**src/rtl/pb_debounce.sv**
```systemverilog
// Push-button conditioner: 2-flop sync, per-bit debounce filter, press/release pulses, sticky event flags.
// Optional auto-repeat of press_pulse on held buttons is compiled in with `define PB_AUTOREPEAT_EN.
module pb_debounce #(
   parameter int WIDTH           = 4,
   parameter int DEBOUNCE_CYCLES = 500000,
   parameter bit ACTIVE_LOW      = 1'b1,
   parameter int REPEAT_DELAY    = 25000000,
   parameter int REPEAT_PERIOD   = 5000000
) (
   input  logic             clkin_50,
   input  logic             rst_n,
   input  logic [WIDTH-1:0] pb_raw,
   output logic [WIDTH-1:0] pb_level,
   output logic [WIDTH-1:0] press_pulse,
   output logic [WIDTH-1:0] release_pulse,
   output logic [WIDTH-1:0] event_flag,
   input  logic [WIDTH-1:0] event_ack,
   output logic             any_event
);

   localparam int CW = (DEBOUNCE_CYCLES > 1) ? $clog2(DEBOUNCE_CYCLES) : 1;
   localparam logic [WIDTH-1:0] RELEASED = {WIDTH{ACTIVE_LOW}};

   logic [WIDTH-1:0] sync1;
   logic [WIDTH-1:0] sync2;
   logic [WIDTH-1:0] pressed;
   logic [WIDTH-1:0] accept;
   logic [WIDTH-1:0] press_acc;
   logic [WIDTH-1:0] release_acc;
   logic [WIDTH-1:0] rpt_fire;

   always_ff @(posedge clkin_50 or negedge rst_n) begin
      if (!rst_n) begin
         sync1 <= RELEASED;
         sync2 <= RELEASED;
      end else begin
         sync1 <= pb_raw;
         sync2 <= sync1;
      end
   end

   assign pressed = sync2 ^ RELEASED;

   // Each bit counts consecutive samples that disagree with its accepted level.
   for (genvar i = 0; i < WIDTH; i++) begin : g_filter
      logic [CW-1:0] cnt;
      logic          differ;

      assign differ    = pressed[i] != pb_level[i];
      assign accept[i] = differ && (cnt == CW'(DEBOUNCE_CYCLES - 1));

      always_ff @(posedge clkin_50 or negedge rst_n) begin
         if (!rst_n) begin
            cnt <= '0;
         end else if (!differ || accept[i]) begin
            cnt <= '0;
         end else begin
            cnt <= cnt + CW'(1);
         end
      end
   end

   assign press_acc   = accept & ~pb_level;
   assign release_acc = accept & pb_level;

`ifdef PB_AUTOREPEAT_EN
   localparam int RPT_MAX = (REPEAT_DELAY > REPEAT_PERIOD) ? REPEAT_DELAY : REPEAT_PERIOD;
   localparam int RW      = (RPT_MAX > 1) ? $clog2(RPT_MAX) : 1;

   // Down-counter per bit: loaded with the initial delay on press, reloaded with the period on each repeat.
   for (genvar i = 0; i < WIDTH; i++) begin : g_repeat
      logic [RW-1:0] rpt_cnt;

      assign rpt_fire[i] = pb_level[i] && !accept[i] && (rpt_cnt == '0);

      always_ff @(posedge clkin_50 or negedge rst_n) begin
         if (!rst_n) begin
            rpt_cnt <= '0;
         end else if (press_acc[i]) begin
            rpt_cnt <= RW'(REPEAT_DELAY - 1);
         end else if (!pb_level[i] || accept[i]) begin
            rpt_cnt <= '0;
         end else if (rpt_fire[i]) begin
            rpt_cnt <= RW'(REPEAT_PERIOD - 1);
         end else begin
            rpt_cnt <= rpt_cnt - RW'(1);
         end
      end
   end
`else
   assign rpt_fire = '0;
`endif

   always_ff @(posedge clkin_50 or negedge rst_n) begin
      if (!rst_n) begin
         pb_level      <= '0;
         press_pulse   <= '0;
         release_pulse <= '0;
         event_flag    <= '0;
         any_event     <= 1'b0;
      end else begin
         pb_level      <= pb_level ^ accept;
         press_pulse   <= press_acc | rpt_fire;
         release_pulse <= release_acc;
         // A pulse landing together with its ack wins, so no event is lost.
         event_flag    <= press_pulse | (event_flag & ~event_ack);
         any_event     <= |event_flag;
      end
   end

endmodule

```
**config.mk**
```make
export PLATFORM = sky130hd
export DESIGN_NAME = pb_debounce
export DESIGN_NICKNAME = d
export VERILOG_FILES = /design/src/rtl/pb_debounce.sv
export SDC_FILE = /design/constraint.sdc
export NUM_CORES = 1
export LEC_CHECK = 0
export ABC_AREA = 1
export BUFFER_PORTS_ARGS = -buffer_cell sky130_fd_sc_hd__buf_4
export CAP_MARGIN = 20
export CELL_PAD_IN_SITES_DETAIL_PLACEMENT = 1
export CELL_PAD_IN_SITES_GLOBAL_PLACEMENT = 1
export CORE_MARGIN = 1.5
export CORE_UTILIZATION = 40
export CTS_CLUSTER_DIAMETER = 30
export CTS_CLUSTER_SIZE = 30
export DETAILED_ROUTE_END_ITERATION = 10
export PLACE_DENSITY = 0.8
export SLEW_MARGIN = 20
export SYNTH_ARGS = -nofsm -noshare
export SYNTH_HDL_FRONTEND = slang
export SYNTH_SLANG_ARGS = --single-unit
```
**constraint.sdc**
```tcl
create_clock -name clkin_50 -period 3.54 [get_ports clkin_50]
set_input_delay 0.885 -clock clkin_50 [delete_from_list [all_inputs] [get_ports clkin_50]]
set_output_delay 0.885 -clock clkin_50 [all_outputs]
set_load 0.005 [all_outputs]
```
# Yosys cells after proc, flatten, opt, wreduce, memory -nomap -nowiden
# Cells that the tools add are included.
totals:
  reg_bits: 101
  latchBits: 0
  ramBits: 0
  romBits: 0
  input_bits: 10
  output_inout_bits: 17
  wordCells: 48
  n_memories: 0
classes:
  addsub: 4
  multipliers: 0
  n_div: 0
  order_cmp: 0
  n_eq_ne: 8
  n_shift: 0
  mux: 4
  bitwise_logic: 8
  n_reduce_logical: 13
op_table:
  columns: ["operator", "count"]
  rows:
  - ["19-bit by 1-bit adder with 19-bit output (second input constant)", 4]
  - ["19-bit == test (second input constant)", 4]
  - ["19-bit two-way mux", 4]
  - ["4-bit bitwise AND", 3]
  - ["4-bit NOT", 3]
  - ["1-bit logical AND", 4]
  - ["1-bit zero test", 4]
  - ["1-bit logical OR", 4]
  - ["1-bit inequality test", 4]
  - ["4-bit bitwise OR", 1]
  - ["4-bit OR reduction", 1]
  - ["4-bit bitwise XOR", 1]

# Longest topological paths before layout
depth:
  word_depth: 5
  depth_mapped: 9

# Least setup slack after synthesis
# No wires, ideal clock.
synth_timing:
  kind: "register -> register"
  start: "reg g_filter[2].cnt[0]"
  end: "reg pb_level[2]"
  setup_time_ps: 63
  arrival_time_ps: 1373
  required_time_ps: 3477
  setup_slack_ps: 2104
  stages_incl_launch_ff: 8
  synth_period_minus_slack_ps: 1436
  cell_sequence: "dfrtp_1 -> ha_1 -> nand2_2 -> nor2_2 -> nand3_2 -> nor2_1 -> ha_1 -> inv_1"
synth_between:
  elab_chain_cells: 3
synth_rtl:
  columns: ["element", "line_no", "source"]
  rows:
  - ["from (decl)", "46", "logic [CW-1:0] cnt;"]
  - ["from (signal assigned)", "58", "cnt <= cnt + CW'(1);"]
  - ["19-bit == test", "50", "assign accept[i] = differ && (cnt == CW'(DEBOUNCE_CYCLES - 1));"]
  - ["1-bit logical AND", "50", null]
  - ["4-bit bitwise XOR", "102", "pb_level <= pb_level ^ accept;"]
  - ["to (signal assigned)", "102", null]
  - ["to (decl)", "13", "output logic [WIDTH-1:0] pb_level,"]
# Every way passes these cells.

# Final worst setup path
layout_timing:
  start: "reg pb_level[0]"
  end: "out pb_level[0]"
# No word-level cell between the ends.

==> results.md <==
- CP Max Fanout: 4
- Critical path data arrival time: about 950 ps
- Synth warn: 0
- Post-synth cell types: 25
- Mapped Cells: between 600 and 700
- Num Clock Sinks: between 100 and 150
- R2r worst-path depth: 7
- Worst hold-check path type: reg -> reg
- Core area: 12700 um^2
- Fin nets: a little under 700
- Setup Skew: 6.38 ps
- Synthesized flop and latch total: between 100 and 150
- WP buf/inv: 1
- Inserted Diodes: 0
- CP top delay family: flip-flops
- Pins Over Slew Limit: 0
- Critical Path Source Type: flip-flop
- Minimum clock period: 1840 ps
- Sequential cell area: 2540 um^2
- Max_cap viols: 0
- Vias in the first global route: 4348
- P_leak: roughly 2.6 nW
- Hold wc startpoint: sync1[0]
- Relative slew slack: 58.1%
- Cell Chain, Critical Path: buf_4
- Final Non-Filler Cells: 846
- CP Class: reg -> out
- Via count: 4069
- Slew at the pin with the worst max-slew slack: 628 ps
- Total wire length: 11900 um
- Setup ws final: 1700 ps
- Setup bufs post-CTS: 0
- H-tree levels: 3
- DRC viols: 0
- CTS root buffer: clkbuf_16
- Area delta synth->final: 13.1%
- Total grt overflow: 0
- Multi-input gate area: 2410 um^2
- Initial core utilization: 41.2%
- Die Y: 118 um
- Total GRT Usage: 18.8%
- Synthesized cell area: 5250 um^2
- Hold path depth: 0
- Tcrit/Tclk final: 52.0%
- Filler cell count in the final layout: about 1600
- Peak supply drop: 0.238 mV
- Setup TNS: 0 ps
- Largest area contributor in the netlist: dfrtp_1
- Slowest-stage cell, CP: dfrtp_1
- Final core utilization: 46.6%
- Largest stage delay, worst path: 440 ps
- Gpl congestion: 0.811
- CTS tree: yes
- WP depth: 1
- Crit. End Element: output pin
- Top cells by area, synth: dfrtp_1, nor2_1, nand2_1, xor2_1, inv_1
- Reg2Reg Launch Point: g_filter[3].cnt[0]
- Setup slack after placement: 1810 ps
- Area of the die: 13800 um^2
- Sequential fraction of the synthesis area: 48.4%
- Vias per Instance: around 4.8
- Mean post-synth cell area: ~8.3 um^2
- Pwr Density: 383 nW/um^2
- Clk Latency, worst-skew pair: 350 ps
- Cts hold-fix bufs: 0
- FF-to-FF setup slack: 1890 ps
- Initial antenna violation count: 0
- Hold worst-path end: sync2[0]
- Die span in x: ~120 um
- Global-route wire length before repair: 21200 um
- Status: completed
- Worst EP required: 2650 ps
- Final Hold Fails: 0
- I/O Buffers: 26
- Post-DRT Antenna Nets: 0
- Number of setup violations in the final report: 0
- Post-cts resize count: 0
- Peak Freq: 0.544 GHz
- IO Pins: 27
- CTS Buffer Depth: 2
- DPL Wire Length: between 8000 and 9000 um
- First-pass detailed-route iteration total: 4
- Iter 0 DRT Violations: between 150 and 200
- Wirelength per Cell: 14.1 um
- Post-synth net total: between 600 and 700
- RSZ-0062 raised after global routing: false
- Placed Cells: 831
- Std cell rows: 41
- Total CTS buffers: 9
- Worst-path clk slew: roughly 70 ps
- Share of the synthesized area in the top cell type: 44.3%
- Share of post-route cells with drive strength above 1: between 10 and 15%
- Largest net degree at the start of global routing: 54
- RR Endpoint: pb_level[3]
==> routing by layer <==
metal	GRT usage [%]	vias up	share of wire (%)
met5	0	-	0
met4	5.72	0	1.3
met3	4.07	13	2.5
met2	32.8	39	50
met1	23.4	2001	46
li1	-	2016	-
==> cell usage after synthesis <==
| cell | instances |
|---|---|
| nor2_1 | 157 |
| nand2_1 | 130 |
| dfrtp_1 | 93 |
| inv_1 | 68 |
| nand3_1 | 39 |
| xor2_1 | 35 |
| xnor2_1 | 17 |
| ha_1 | 12 |
| nand2_2 | 12 |
| nand4_1 | 12 |
| nor2_2 | 12 |
| dfstp_2 | 8 |
| nor2_4 | 8 |
| and2_1 | 5 |
| o21bai_1 | 5 |
| a21oi_1 | 4 |
| buf_6 | 4 |
| nand2_4 | 4 |
| nand3_2 | 4 |
| nor3_1 | 2 |
| and2_2 | 1 |
| inv_2 | 1 |
| nor3_2 | 1 |
| o21ai_0 | 1 |
| or2_2 | 1 |
==> placed cells by master (no fill, tap or decap) <==
cell type	count
nor2_1	157
clkbuf_1	1
nand3_1	39
nand4_1	12
clkbuf_16	9
o21bai_1	5
o21ai_0	1
nor2_4	8
nand3_2	4
nor3_1	2
buf_4	26
inv_2	1
nand2_4	4
xnor2_1	17
bufinv_16	1
dfrtp_1	93
and2_2	1
dfstp_2	8
clkinvlp_4	2
nor3_2	1
ha_1	12
a21oi_1	4
clkbuf_8	2
nand2_1	130
xor2_1	35
nand2_2	12
nor2_2	12
or2_2	1
and2_1	5
inv_1	68
buf_12	1
==> layout make-up <==
| class | instances | share of cell area (%) |
|---|---|---|
| tap | 172 | 3.63 |
| timing repair buffer | 27 | 3.63 |
| sequential | 101 | 42.8 |
| multi-input combinational | 462 | 40.5 |
| clock inverter | 3 | 0.759 |
| clock buffer | 12 | 4.32 |
| inverter | 69 | 4.36 |
==> kinds of logic (layout without fill, tap and decap cells) <==
group	count (synthesis)	count (layout)	synth area share, %
DFF	101	101	48.4
and+or+nand+nor	388	388	33.1
AOI/OAI and AO/OA	10	10	1.19
xor gates and xnor gates	52	52	8.68
adders and majority gates	12	12	2.86
buffers and inverters	73	111	5.79
==> metrics by stage <==
stage	power, mW	cell area (um^2)	hold slack [ps]
2_1_floorplan	1.25	5250	345
3_3_place_gp	1.29	5630	347
3_5_place_dp	1.29	5630	347
4_1_cts	2.30	5930	357
5_1_grt	2.36	5930	358
6_report	2.28	5930	355
==> state kept, by name (all words and copies together), names as in the netlist <==
| name | flops |
|---|---|
| any_event | 1 |
| event_flag | 4 |
| g_filter.cnt | 76 |
| pb_level | 4 |
| press_pulse | 4 |
| release_pulse | 4 |
| sync1 | 4 |
| sync2 | 4 |
==> power by group <==
group	total, mW	internal (mW)	switching (mW)
Combinational	0.0795	0.0247	0.0548
Sequential	1.19	1.17	0.0148
Clock	1.01	0.583	0.425
==> worst max-delay path by stage <==
stage / from / end / slack, ps
6_report: pb_level[0] / pb_level[0] / 1700
3_3_place_gp: rst_n / sync2[3] / 1840
4_1_cts: pb_level[3] / pb_level[3] / 1680
5_1_grt: g_filter[3].cnt[0] / pb_level[3] / 1640
2_1_floorplan: g_filter[2].cnt[0] / pb_level[2] / 2100
3_5_place_dp: rst_n / sync2[3] / 1810
(Power assumes the default switching activity.)
